<file path="src/rtl/ddr_arbiter_pkg.sv">
// Shared types and constants for the DDR MIG arbiter and its read-return tracker.
package ddr_arbiter_pkg;

  typedef enum logic [1:0] {IDLE, WR, RD} arb_state_t;

  localparam logic [2:0] CMD_WRITE = 3'b000;
  localparam logic [2:0] CMD_READ  = 3'b001;
  localparam int         ADDR_STEP = 8;
  localparam int         DATA_W    = 128;

  // Address of the final word in a frame; both address pointers wrap after it.
  function automatic int frame_last_addr(input int frame_words);
    return (frame_words - 1) * ADDR_STEP;
  endfunction

endpackage

</file>
<file path="src/rtl/ddr_read_tracker.sv">
// Outstanding-read credits, one-cycle return register and frame-position tlast.
module ddr_read_tracker
  import ddr_arbiter_pkg::*;
#(
  parameter int FRAME_WORDS     = 1024,
  parameter int MAX_OUTSTANDING = 32,
  parameter int OUT_W           = $clog2(MAX_OUTSTANDING + 1)
) (
  input  logic              clk_in,
  input  logic              rst_in,
  input  logic              issue,
  input  logic              ret_valid,
  input  logic [DATA_W-1:0] ret_data,
  output logic [OUT_W-1:0]  outstanding,
  output logic              rd_axis_tvalid,
  output logic [DATA_W-1:0] rd_axis_tdata,
  output logic              rd_axis_tlast
);

  localparam int IDX_W = $clog2(FRAME_WORDS);

  logic [IDX_W-1:0] ret_idx;
  logic             ret_acc;
  logic             ret_last;

  // With no credit outstanding the data cannot belong to us (e.g. issued before reset).
  assign ret_acc  = ret_valid && (outstanding != '0);
  assign ret_last = (ret_idx == IDX_W'(FRAME_WORDS - 1));

  always_ff @(posedge clk_in) begin
    if (rst_in) begin
      outstanding    <= '0;
      ret_idx        <= '0;
      rd_axis_tvalid <= 1'b0;
      rd_axis_tdata  <= '0;
      rd_axis_tlast  <= 1'b0;
    end else begin
      case ({issue, ret_acc})
        2'b10:   outstanding <= outstanding + OUT_W'(1);
        2'b01:   outstanding <= outstanding - OUT_W'(1);
        default: outstanding <= outstanding;
      endcase
      rd_axis_tvalid <= ret_acc;
      rd_axis_tlast  <= ret_acc && ret_last;
      if (ret_acc) begin
        rd_axis_tdata <= ret_data;
        ret_idx       <= ret_last ? '0 : ret_idx + IDX_W'(1);
      end
    end
  end

endmodule

</file>
<file path="src/rtl/ddr_arbiter.sv">
// Shares the MIG app_* port between an inbound write stream and a frame read stream
// in bounded alternating bursts. Define DDR_ARBITER_STATS_EN for command/stall counters.
module ddr_arbiter
  import ddr_arbiter_pkg::*;
#(
  parameter int FRAME_WORDS     = 1024,
  parameter int BURST           = 16,
  parameter int MAX_OUTSTANDING = 32,
  parameter int ADDR_W          = 27
) (
  input  logic              clk_in,
  input  logic              rst_in,
  input  logic              init_calib_complete,
  input  logic              rd_enable_in,
  input  logic              wr_axis_tvalid,
  output logic              wr_axis_tready,
  input  logic [127:0]      wr_axis_tdata,
  input  logic              wr_axis_tlast,
  output logic              rd_axis_tvalid,
  output logic [127:0]      rd_axis_tdata,
  output logic              rd_axis_tlast,
  input  logic              rd_axis_prog_full,
  output logic [ADDR_W-1:0] app_addr,
  output logic [2:0]        app_cmd,
  output logic              app_en,
  input  logic              app_rdy,
  output logic [127:0]      app_wdf_data,
  output logic              app_wdf_wren,
  output logic              app_wdf_end,
  input  logic              app_wdf_rdy,
  input  logic [127:0]      app_rd_data,
  input  logic              app_rd_data_valid
`ifdef DDR_ARBITER_STATS_EN
  ,
  output logic [31:0]       stat_wr_cmds,
  output logic [31:0]       stat_rd_cmds,
  output logic [31:0]       stat_stall
`endif
);

  localparam int BCNT_W = $clog2(BURST + 1);
  localparam int OUT_W  = $clog2(MAX_OUTSTANDING + 1);
  localparam logic [ADDR_W-1:0] LAST_ADDR = ADDR_W'(frame_last_addr(FRAME_WORDS));
  localparam logic [ADDR_W-1:0] STEP      = ADDR_W'(ADDR_STEP);
  localparam logic [BCNT_W-1:0] LAST_BEAT = BCNT_W'(BURST - 1);

  arb_state_t        state, state_nxt;
  arb_state_t        last_grant, last_nxt;
  logic [BCNT_W-1:0] burst_cnt, bcnt_nxt;
  logic [ADDR_W-1:0] wr_addr, rd_addr;
  logic [OUT_W-1:0]  outstanding;
  logic              wr_pend, rd_pend;
  logic              wr_fire, rd_fire;

  assign wr_pend     = wr_axis_tvalid;
  assign rd_pend     = rd_enable_in && !rd_axis_prog_full && (outstanding < OUT_W'(MAX_OUTSTANDING));
  assign app_wdf_end = 1'b1;

  always_comb begin
    state_nxt      = state;
    last_nxt       = last_grant;
    bcnt_nxt       = burst_cnt;
    app_en         = 1'b0;
    app_cmd        = CMD_WRITE;
    app_addr       = '0;
    app_wdf_data   = '0;
    app_wdf_wren   = 1'b0;
    wr_axis_tready = 1'b0;
    wr_fire        = 1'b0;
    rd_fire        = 1'b0;
    case (state)
      IDLE: begin
        bcnt_nxt = '0;
        if (init_calib_complete) begin
          if (wr_pend && (last_grant == RD || !rd_pend)) begin
            state_nxt = WR;
            last_nxt  = WR;
          end else if (rd_pend) begin
            state_nxt = RD;
            last_nxt  = RD;
          end
        end
      end
      WR: begin
        // Only strobe when MIG can take command and data together, so nothing is half-issued.
        wr_fire        = wr_axis_tvalid && app_rdy && app_wdf_rdy;
        app_en         = wr_fire;
        app_wdf_wren   = wr_fire;
        wr_axis_tready = wr_fire;
        app_addr       = wr_addr;
        app_wdf_data   = wr_axis_tdata;
        if (wr_fire) begin
          bcnt_nxt = burst_cnt + BCNT_W'(1);
          if (burst_cnt == LAST_BEAT) state_nxt = IDLE;
        end else if (!wr_pend) begin
          state_nxt = IDLE;
        end
      end
      RD: begin
        app_en   = rd_pend;
        app_cmd  = CMD_READ;
        app_addr = rd_addr;
        rd_fire  = rd_pend && app_rdy;
        if (rd_fire) begin
          bcnt_nxt = burst_cnt + BCNT_W'(1);
          if (burst_cnt == LAST_BEAT) state_nxt = IDLE;
        end else if (!rd_pend) begin
          state_nxt = IDLE;
        end
      end
      default: state_nxt = IDLE;
    endcase
  end

  always_ff @(posedge clk_in) begin
    if (rst_in) begin
      state      <= IDLE;
      last_grant <= RD;
      burst_cnt  <= '0;
      wr_addr    <= '0;
      rd_addr    <= '0;
    end else begin
      state      <= state_nxt;
      last_grant <= last_nxt;
      burst_cnt  <= bcnt_nxt;
      // tlast realigns the write pointer even on a short frame.
      if (wr_fire) wr_addr <= (wr_axis_tlast || wr_addr == LAST_ADDR) ? '0 : wr_addr + STEP;
      if (rd_fire) rd_addr <= (rd_addr == LAST_ADDR) ? '0 : rd_addr + STEP;
    end
  end

  ddr_read_tracker #(
    .FRAME_WORDS    (FRAME_WORDS),
    .MAX_OUTSTANDING(MAX_OUTSTANDING),
    .OUT_W          (OUT_W)
  ) u_rd_trk (
    .clk_in        (clk_in),
    .rst_in        (rst_in),
    .issue         (rd_fire),
    .ret_valid     (app_rd_data_valid),
    .ret_data      (app_rd_data),
    .outstanding   (outstanding),
    .rd_axis_tvalid(rd_axis_tvalid),
    .rd_axis_tdata (rd_axis_tdata),
    .rd_axis_tlast (rd_axis_tlast)
  );

`ifdef DDR_ARBITER_STATS_EN
  always_ff @(posedge clk_in) begin
    if (rst_in) begin
      stat_wr_cmds <= '0;
      stat_rd_cmds <= '0;
      stat_stall   <= '0;
    end else begin
      if (wr_fire && stat_wr_cmds != '1) stat_wr_cmds <= stat_wr_cmds + 32'd1;
      if (rd_fire && stat_rd_cmds != '1) stat_rd_cmds <= stat_rd_cmds + 32'd1;
      if (app_en && !app_rdy && stat_stall != '1) stat_stall <= stat_stall + 32'd1;
    end
  end
`endif

endmodule
</file>
<file path="config.mk">
export PLATFORM = sky130hd
export DESIGN_NAME = ddr_arbiter
export DESIGN_NICKNAME = d
export VERILOG_FILES = /design/src/rtl/ddr_arbiter_pkg.sv /design/src/rtl/ddr_read_tracker.sv /design/src/rtl/ddr_arbiter.sv
export SDC_FILE = /design/constraint.sdc
export NUM_CORES = 1
export LEC_CHECK = 0
export CAP_MARGIN = 10
export CORE_AREA = 2 2 215 217
export DETAILED_ROUTE_END_ITERATION = 8
export DIE_AREA = 0 0 217 219
export PLACE_DENSITY_LB_ADDON = 0.15
export REMOVE_ABC_BUFFERS = 1
export SLEW_MARGIN = 20
export SYNTH_ARGS = -nofsm -noshare
export SYNTH_HDL_FRONTEND = slang
export SYNTH_HIERARCHICAL = 1
export SYNTH_SLANG_ARGS = --single-unit
</file>
<file path="constraint.sdc">
create_clock -name clk_in -period 3.4 [get_ports clk_in]
set_clock_uncertainty 0.2 [all_clocks]
set_input_delay 0.68 -clock clk_in [delete_from_list [all_inputs] [get_ports clk_in]]
set_output_delay 0.68 -clock clk_in [all_outputs]
set_load 0.03 [all_outputs]
</file>
==> impl_metrics.csv, run 1 <==
group,metric,value,unit
outcome,status,"completed",
hold_path,hold_path.startpoint,"u_rd_trk/rd_axis_tdata[18]",
finish,drive_above_1_share,6.51,%
timing,tns,0,ps
clock_network,clk_pin_slew,50,ps
worst_setup_path,regToRegStartpoint,"u_rd_trk/outstanding[2]",
timing,setup_viol,0,
die,start_util,21.6,%
logic_synthesis,synth_top_family_by_area,"simple AND/OR/NAND/NOR gates",
timing,slew_headroom,46.9,%
timing,fin_hold_ws,250,ps
route,vias,10800,
logic_synthesis,async_reset_ff_share,0,%
route,drt_wl_total,47400,um
timing,final.period_utilization,97.1,%
die,core,45100,sq um
place,gp_congestion,0.909,
pwr,finalPower,11200,uW
timing,slew_violations,0,
pwr,ir_drop,608,uV
logic_synthesis,synth_fa_ha_area_share,1.54,%
logic_synthesis,synthCells,1251,
worst_setup_path,worst-path-max-fanout,9,
timing,rsz0062_at_grt,"true",
logic_synthesis,synth_edf_count,0,
logic_synthesis,synth_warnings,6,
route,antenna_left,0,
logic_synthesis,synth_compound_area_share,15.6,%
finish,synthToLayoutAreaGrowth,72.7,%
global_routing,antenna_found_initial,4,
die,ioPinCount,558,
route,first_pass_iters,5,
finish,final_common_cell,"clkdlybuf4s50_1",
clock_network,cts.path.max_buffers,3,
pwr,p_per_area,664,nW/um^2
clock_network,cts_tree,"done",
global_routing,gr-total-overflow,0,
global_routing,grt_pass1_wl,67700,um
clock_network,cts_root_buffer,"clkbuf_16",
worst_setup_path,crit_type,"flip-flop to output pin",
worst_setup_path,crit_arrival,2420,ps
finish,layout_common_cells,"482 x clkdlybuf4s50_1, 292 x nand2_1, 203 x dfxtp_1, 152 x a21oi_1, 132 x and2_1",
timing,setup_slack,100,ps
route,detail_route.wl_per_cell,19.8,um
worst_setup_path,endpoint_kind,"output pin",
logic_synthesis,ys_seq_area_share,41.6,%
hold_path,worstHoldPathType,"flip-flop to flip-flop",
logic_synthesis,synthSimpleGateAreaFrac,32.1,%
pwr,p_leak,0.00621,uW
die,die_h,219,um
logic_synthesis,syn_area,9760,sq um
worst_setup_path,required,2520,ps
die,fp-row-count,78,
die,fp.dieW,217,um
global_routing,grt_usage,18.5,%
die,die_area,47500,sq um
logic_synthesis,synth_flop_cell,"dfxtp_1",
logic_synthesis,synth_xor_area_share,2.78,%
logic_synthesis,synth.avg_cell_area,7.80,sq um
logic_synthesis,synth.distinct_cells,62,
timing,finalCriticalPeriod,3300,ps
place,dp_slack,-344,ps
logic_synthesis,synthTopCellsByArea,"dfxtp_1 42%, nand2_1 11%, and2_1 8.5%, a21oi_1 7.8%, clkbuf_1 2.5%",
global_routing,first_global_vias,10200,
route,route.detailed.drc,0,
route,vias_per_cell,4.49,
logic_synthesis,synthMuxAreaShare,0.744,%
clock_network,h-tree-depth,1,
timing,fmax,303,MHz
logic_synthesis,yosys.area.top_type_share,41.6,%
job,max-cap-violations,0,
place,port-buffer-count,551,
finish,fin_nets,2058,
timing,hold_viol,0,
worst_setup_path,cp-startpoint,"state[1]",
route,drt_iter0_drc,610,
clock_network,postCtsHoldBufs,0,
clock_network,cts_inserted_buffers,27,
worst_setup_path,startpoint_type,"flip-flop",
place,hpwl,36300,um
timing,tightestPinTransition,790,ps
logic_synthesis,synth_area_leader_cell,"dfxtp_1",
global_routing,grt_max_degree,132,
clock_network,clock-sinks,203,
clock_network,worstSkewPairLatency,560,ps
logic_synthesis,synth-seq-cells,203,
synthesized netlist by cell type (17+ instances only):
master,count
nand4_1,20
nand3_1,24
nor3_1,24
clkbuf_1,65
and2_1,132
nand2_1,292
nor2b_1,32
buf_4,17
o21ai_0,17
dfxtp_1,203
nor2_1,34
a22oi_1,24
inv_1,17
xnor2_1,20
a21oi_1,152
power by group:
part / internal (uW) / switching (uW)
clock: 1790 / 1150
sequential: 2870 / 267
combinational: 1980 / 3130
total: 6640 / 4540
cell families (layout without fill, tap and decap cells):
logic type | count (synthesis) | in the layout
AND/OR/NAND/NOR | 628 | 628
AO/OA/AOI/OAI | 250 | 250
flip-flops | 203 | 203
buffers and inverters | 118 | 661
XOR/XNOR | 31 | 31
adder cells (fa/ha/maj) | 12 | 12
multiplexers | 7 | 7
other | 2 | 7
worst paths after layout:
kind	endpoint	slack, ps	cells past startpoint
min reg2reg	u_rd_trk/rd_axis_tdata[18]	250	2
min	u_rd_trk/rd_axis_tdata[18]	250	2
max reg2reg	u_rd_trk/outstanding[4]	290	10
max	app_addr[11]	100	8
metrics by stage:
| step | instances | area [sq um] | utilization, % |
|---|---|---|---|
| 6_report | 2399 | 16900 | 37.4 |
| 4_1_cts | 2395 | 16800 | 37.3 |
| 3_5_place_dp | 2346 | 15900 | 35.4 |
| 3_3_place_gp | 2346 | 15900 | 35.4 |
| 2_1_floorplan | 1157 | 9310 | - |
| 5_1_grt | 2399 | 16900 | 37.4 |
sequential cells by signal, summed over array words and instances, names as in the netlist:
register                 cells
u_rd_trk/outstanding         6
rd_addr                     24
u_rd_trk/rd_axis_tdata     128
u_rd_trk/rd_axis_tvalid      1
u_rd_trk/ret_idx            10
last_grant                   2
u_rd_trk/rd_axis_tlast       1
wr_addr                     24
burst_cnt                    5
state                        2
repair_timing:
item,in CTS,in global routing
setup buffers,2,3
cloned,0,0
resized for setup,46,34
setup endpoints to repair,138,104
per-layer routing:
metal,routed length [um],GRT usage [%],up-vias
met5,0,0,-
met3,2820,3.89,53
met1,18700,21.3,5096
li1,-,-,5288
met4,861,3.63,0
met2,25000,35.2,328
area by class of cell:
type                            instances  area [sq um]
Clock inverter                          9           140
Multi-Input combinational cell        934          5190
Inverter                               20          77.6
Sequential cell                       203          4060
Tap cell                              600           751
Clock buffer                           38           767
Antenna cell                            1          2.50
Timing Repair Buffer                  594          5860
Fill cell                            4690         28200
critical path, stage by stage (launching register included):
cell and delay, ps:
dfxtp_1 350, inv_1 100, ha_4 230, clkbuf_4 210, buf_4 150, buf_4 150, a22oi_1 230, nor2b_1 80
clkdlybuf4s15_1 340
(Power assumes the default switching activity.)
==> run 2: changes to the inputs <==
CORE_AREA = 2 2 218 220   (was 2 2 215 217)
DIE_AREA = 0 0 220 222   (was 0 0 217 219)
SYNTH_HIERARCHICAL = not set   (was 1)
==> impl_metrics.csv, run 2 <==
group,metric,value,unit
worst_setup_path,crit_type,"flip-flop to output pin",
pwr,clkPwrFrac,46.7,%
die,core,46300,sq um
worst_setup_path,crit_buf_inv,3,
logic_synthesis,yosys.area.top_type_share,43.1,%
clock_network,cts.path.max_buffers,3,
route,drt_wl_total,47800,um
job,max-cap-violations,0,
die,ioPinCount,558,
worst_setup_path,crit_arrival,2420,ps
place,hpwl,37800,um
logic_synthesis,synth_most_common_cell,"nand2_1",
clock_network,postCtsHoldBufs,0,
die,fp-row-count,79,
clock_network,clk_pin_slew,60,ps
worst_setup_path,required,2520,ps
global_routing,grt_max_degree,139,
worst_setup_path,startpoint_type,"flip-flop",
global_routing,grt_pass1_wl,68600,um
worst_setup_path,max_stage_delay,690,ps
timing,setup_slack,102,ps
worst_setup_path,reg2reg_slack,290,ps
worst_setup_path,reg2reg_depth,11,
hold_path,whs_path_depth,2,
finish,top_register,"u_rd_trk.rd_axis_tdata",
finish,layout_common_cells,"464 x clkdlybuf4s50_1, 289 x nand2_1, 203 x dfxtp_1, 150 x a21oi_1, 131 x and2_1",
hold_path,hold_path.startpoint,"u_rd_trk.rd_axis_tdata[126]",
finish,largest_reg_flops,128,
die,fp.dieW,220,um
finish,top_regs,"u_rd_trk.rd_axis_tdata x128, rd_addr x24, wr_addr x24",
logic_synthesis,synth.distinct_cells,54,
route,antenna_left,0,
timing,tightestPinTransition,761,ps
route,drt_iter0_drc,595,
worst_setup_path,cpLargestDelayFamily,"buffers and inverters",
finish,num-fill-cells,4878,
route,detail_route.wl_per_cell,20.1,um
clock_network,cts_root_buffer,"clkbuf_16",
logic_synthesis,synth_edf_count,0,
global_routing,use_met2,34.0,%
worst_setup_path,crit_chain,"inv_1, ha_4, buf_12, and2_1, clkdlybuf4s50_1",
pwr,sw_frac_of_total,26.0,%
logic_synthesis,synth_warnings,0,
worst_setup_path,worst-path-max-fanout,57,
route,route.detailed.drc,0,
logic_synthesis,netlist_top_cells_count,"289 x nand2_1, 203 x dfxtp_1, 150 x a21oi_1",
pwr,p_per_area,382,nW/um^2
clock_network,cts_inserted_buffers,27,
worst_setup_path,critPathSlowestCell,"clkdlybuf4s50_1",
die,start_util,20.4,%
die,die_h,222,um
logic_synthesis,syn_area,9440,sq um
pwr,ir_drop,291,uV
logic_synthesis,async_reset_ff_share,0,%
route,first_pass_iters,4,
global_routing,use_met3,3.90,%
finish,fin_nets,2030,
clock_network,clock-sinks,203,
pwr,comb_power_share,14.8,%
global_routing,grt_usage,18.6,%
clock_network,worstSkewPairLatency,560,ps
finish,final_common_cell,"clkdlybuf4s50_1",
timing,finalCriticalPeriod,3300,ps
outcome,status,"completed",
logic_synthesis,synthCells,1219,
global_routing,gr-total-overflow,0,
timing,rsz0062_at_grt,"false",
place,gp_congestion,0.951,
hold_path,worstHoldPathType,"flip-flop to flip-flop",
route,vias_per_cell,4.39,
place,port-buffer-count,551,
logic_synthesis,synthTopCellsByArea,"dfxtp_1 43%, nand2_1 11%, and2_1 8.7%, a21oi_1 8.0%, nor2_1 3.6%",
finish,drive_above_1_share,7.59,%
logic_synthesis,synth.avg_cell_area,7.74,sq um
global_routing,gr-usage-met1,21.9,%
logic_synthesis,ys_seq_area_share,43.1,%
worst_setup_path,reg2reg_to,"u_rd_trk.outstanding[5]",
place,dp_slack,-199,ps
hold_path,whs_endpoint,"u_rd_trk.rd_axis_tdata[126]",
timing,slew_headroom,49.2,%
route,vias,10400,
clock_network,h-tree-depth,1,
pwr,pwr-share-seq,38.6,%
global_routing,busiest_layer,"met2",
worst_setup_path,endpoint_kind,"output pin",
timing,slew_violations,0,
pwr,intPower,4660,uW
timing,hold_viol,0,
timing,setup_viol,0,
logic_synthesis,synth_area_leader_cell,"dfxtp_1",
clock_network,cts_tree,"done",
logic_synthesis,synth-seq-cells,203,
pwr,finalPower,6290,uW
logic_synthesis,synth_flop_cell,"dfxtp_1",
timing,final.period_utilization,97.0,%
global_routing,first_global_vias,10100,
finish,synthToLayoutAreaGrowth,74.7,%
finish,multiInputGateArea,4890,sq um
worst_setup_path,regToRegStartpoint,"u_rd_trk.outstanding[0]",
timing,fmax,303,MHz
pwr,p_leak,0.00630,uW
pwr,p_sw,1630,uW
global_routing,antenna_found_initial,4,
die,die_area,48800,sq um
finish,ff_latch_area,4060,sq um
-- run 2: changes by cell type after synthesis, sizes merged, moves of 5 or more --
cell and delta:
or3 -8, mux2i -5, or4 -11, nor3 -18, o31ai -9, nor2b -29
nor2 +57, xnor2 -9, buf +11, xor2 +26, a211oi -11, clkbuf -20
-- run 2: layout make-up --
type,count,share of cell area [%]
antenna,5,0.0759
clock buffer,38,4.84
clock inverter,7,0.668
inverter,21,0.493
multi-input combinational,910,29.7
sequential,203,24.7
tap,607,4.61
timing repair buffer,586,35.0
-- run 2: kinds of logic (layout without fill, tap and decap cells) --
logic type	count (synthesis)	in the layout	synth area share, %
AND/OR/NAND/NOR	626	626	31.8
AO/OA/AOI/OAI	213	213	12.9
flip-flops	203	203	43.1
buffers and inverters	110	652	5.37
XOR/XNOR	48	48	4.45
adder cells (fa/ha/maj)	15	15	2.07
other	2	11	0.0796
multiplexers	2	2	0.239
-- run 2: worst reg2reg max path, cell delays in order, from the launching register on --
cell	delay [ps]
dfxtp_1	350
or4_1	590
o31ai_4	270
inv_4	70
ha_1	290
ha_1	340
a21o_1	120
a21oi_1	80
o311ai_0	380
buf_4	180
xnor2_1	100
nor2_1	50
-- run 2: worst max path at each step --
stage	startpoint	endpoint	slack, ps	cells past startpoint
2_1_floorplan	u_rd_trk.outstanding[5]	u_rd_trk.outstanding[5]	-3650	10
3_3_place_gp	rd_enable_in	u_rd_trk.outstanding[5]	-140	11
3_5_place_dp	rd_enable_in	u_rd_trk.outstanding[5]	-200	11
4_1_cts	state[0]	app_addr[22]	10	6
5_1_grt	state[1]	app_wdf_data[78]	2	5
6_report	state[1]	app_wdf_data[62]	100	5
-- run 2: repair_timing --
action	in CTS	in global routing
resized for setup	43	64
endpoints found under the setup margin	133	68
setup buffers	3	0
-- run 2: power by group through the flow --
| stage | registers [uW] | clock network [uW] | logic (uW) |
|---|---|---|---|
| 6_report | 2430 | 2930 | 930 |
| 5_1_grt | 2430 | 3140 | 989 |
| 4_1_cts | 2430 | 3050 | 940 |
| 3_5_place_dp | 2480 | 0 | 938 |
| 3_3_place_gp | 2480 | 0 | 935 |
| 2_1_floorplan | 2520 | 0 | 285 |
-- run 2: through the flow --
| stage | std cells | utilization [%] | area (sq um) | hold WS [ps] | TNS [ps] |
|---|---|---|---|---|---|
| 2_1_floorplan | 1134 | - | 9020 | 235 | -408440 |
| 3_3_place_gp | 2324 | 33.7 | 15600 | 241 | -181 |
| 3_5_place_dp | 2324 | 33.7 | 15600 | 246 | -348 |
| 4_1_cts | 2372 | 35.7 | 16500 | 253 | 0 |
| 5_1_grt | 2374 | 35.6 | 16500 | 272 | 0 |
| 6_report | 2377 | 35.6 | 16500 | 251 | 0 |
-- run 2: routing by layer --
layer  up-vias  routed length (um)
met5         -                   0
met4         0                1030
met3        52                3280
met2       346               24500
met1      4960               18900
li1       5079                   -
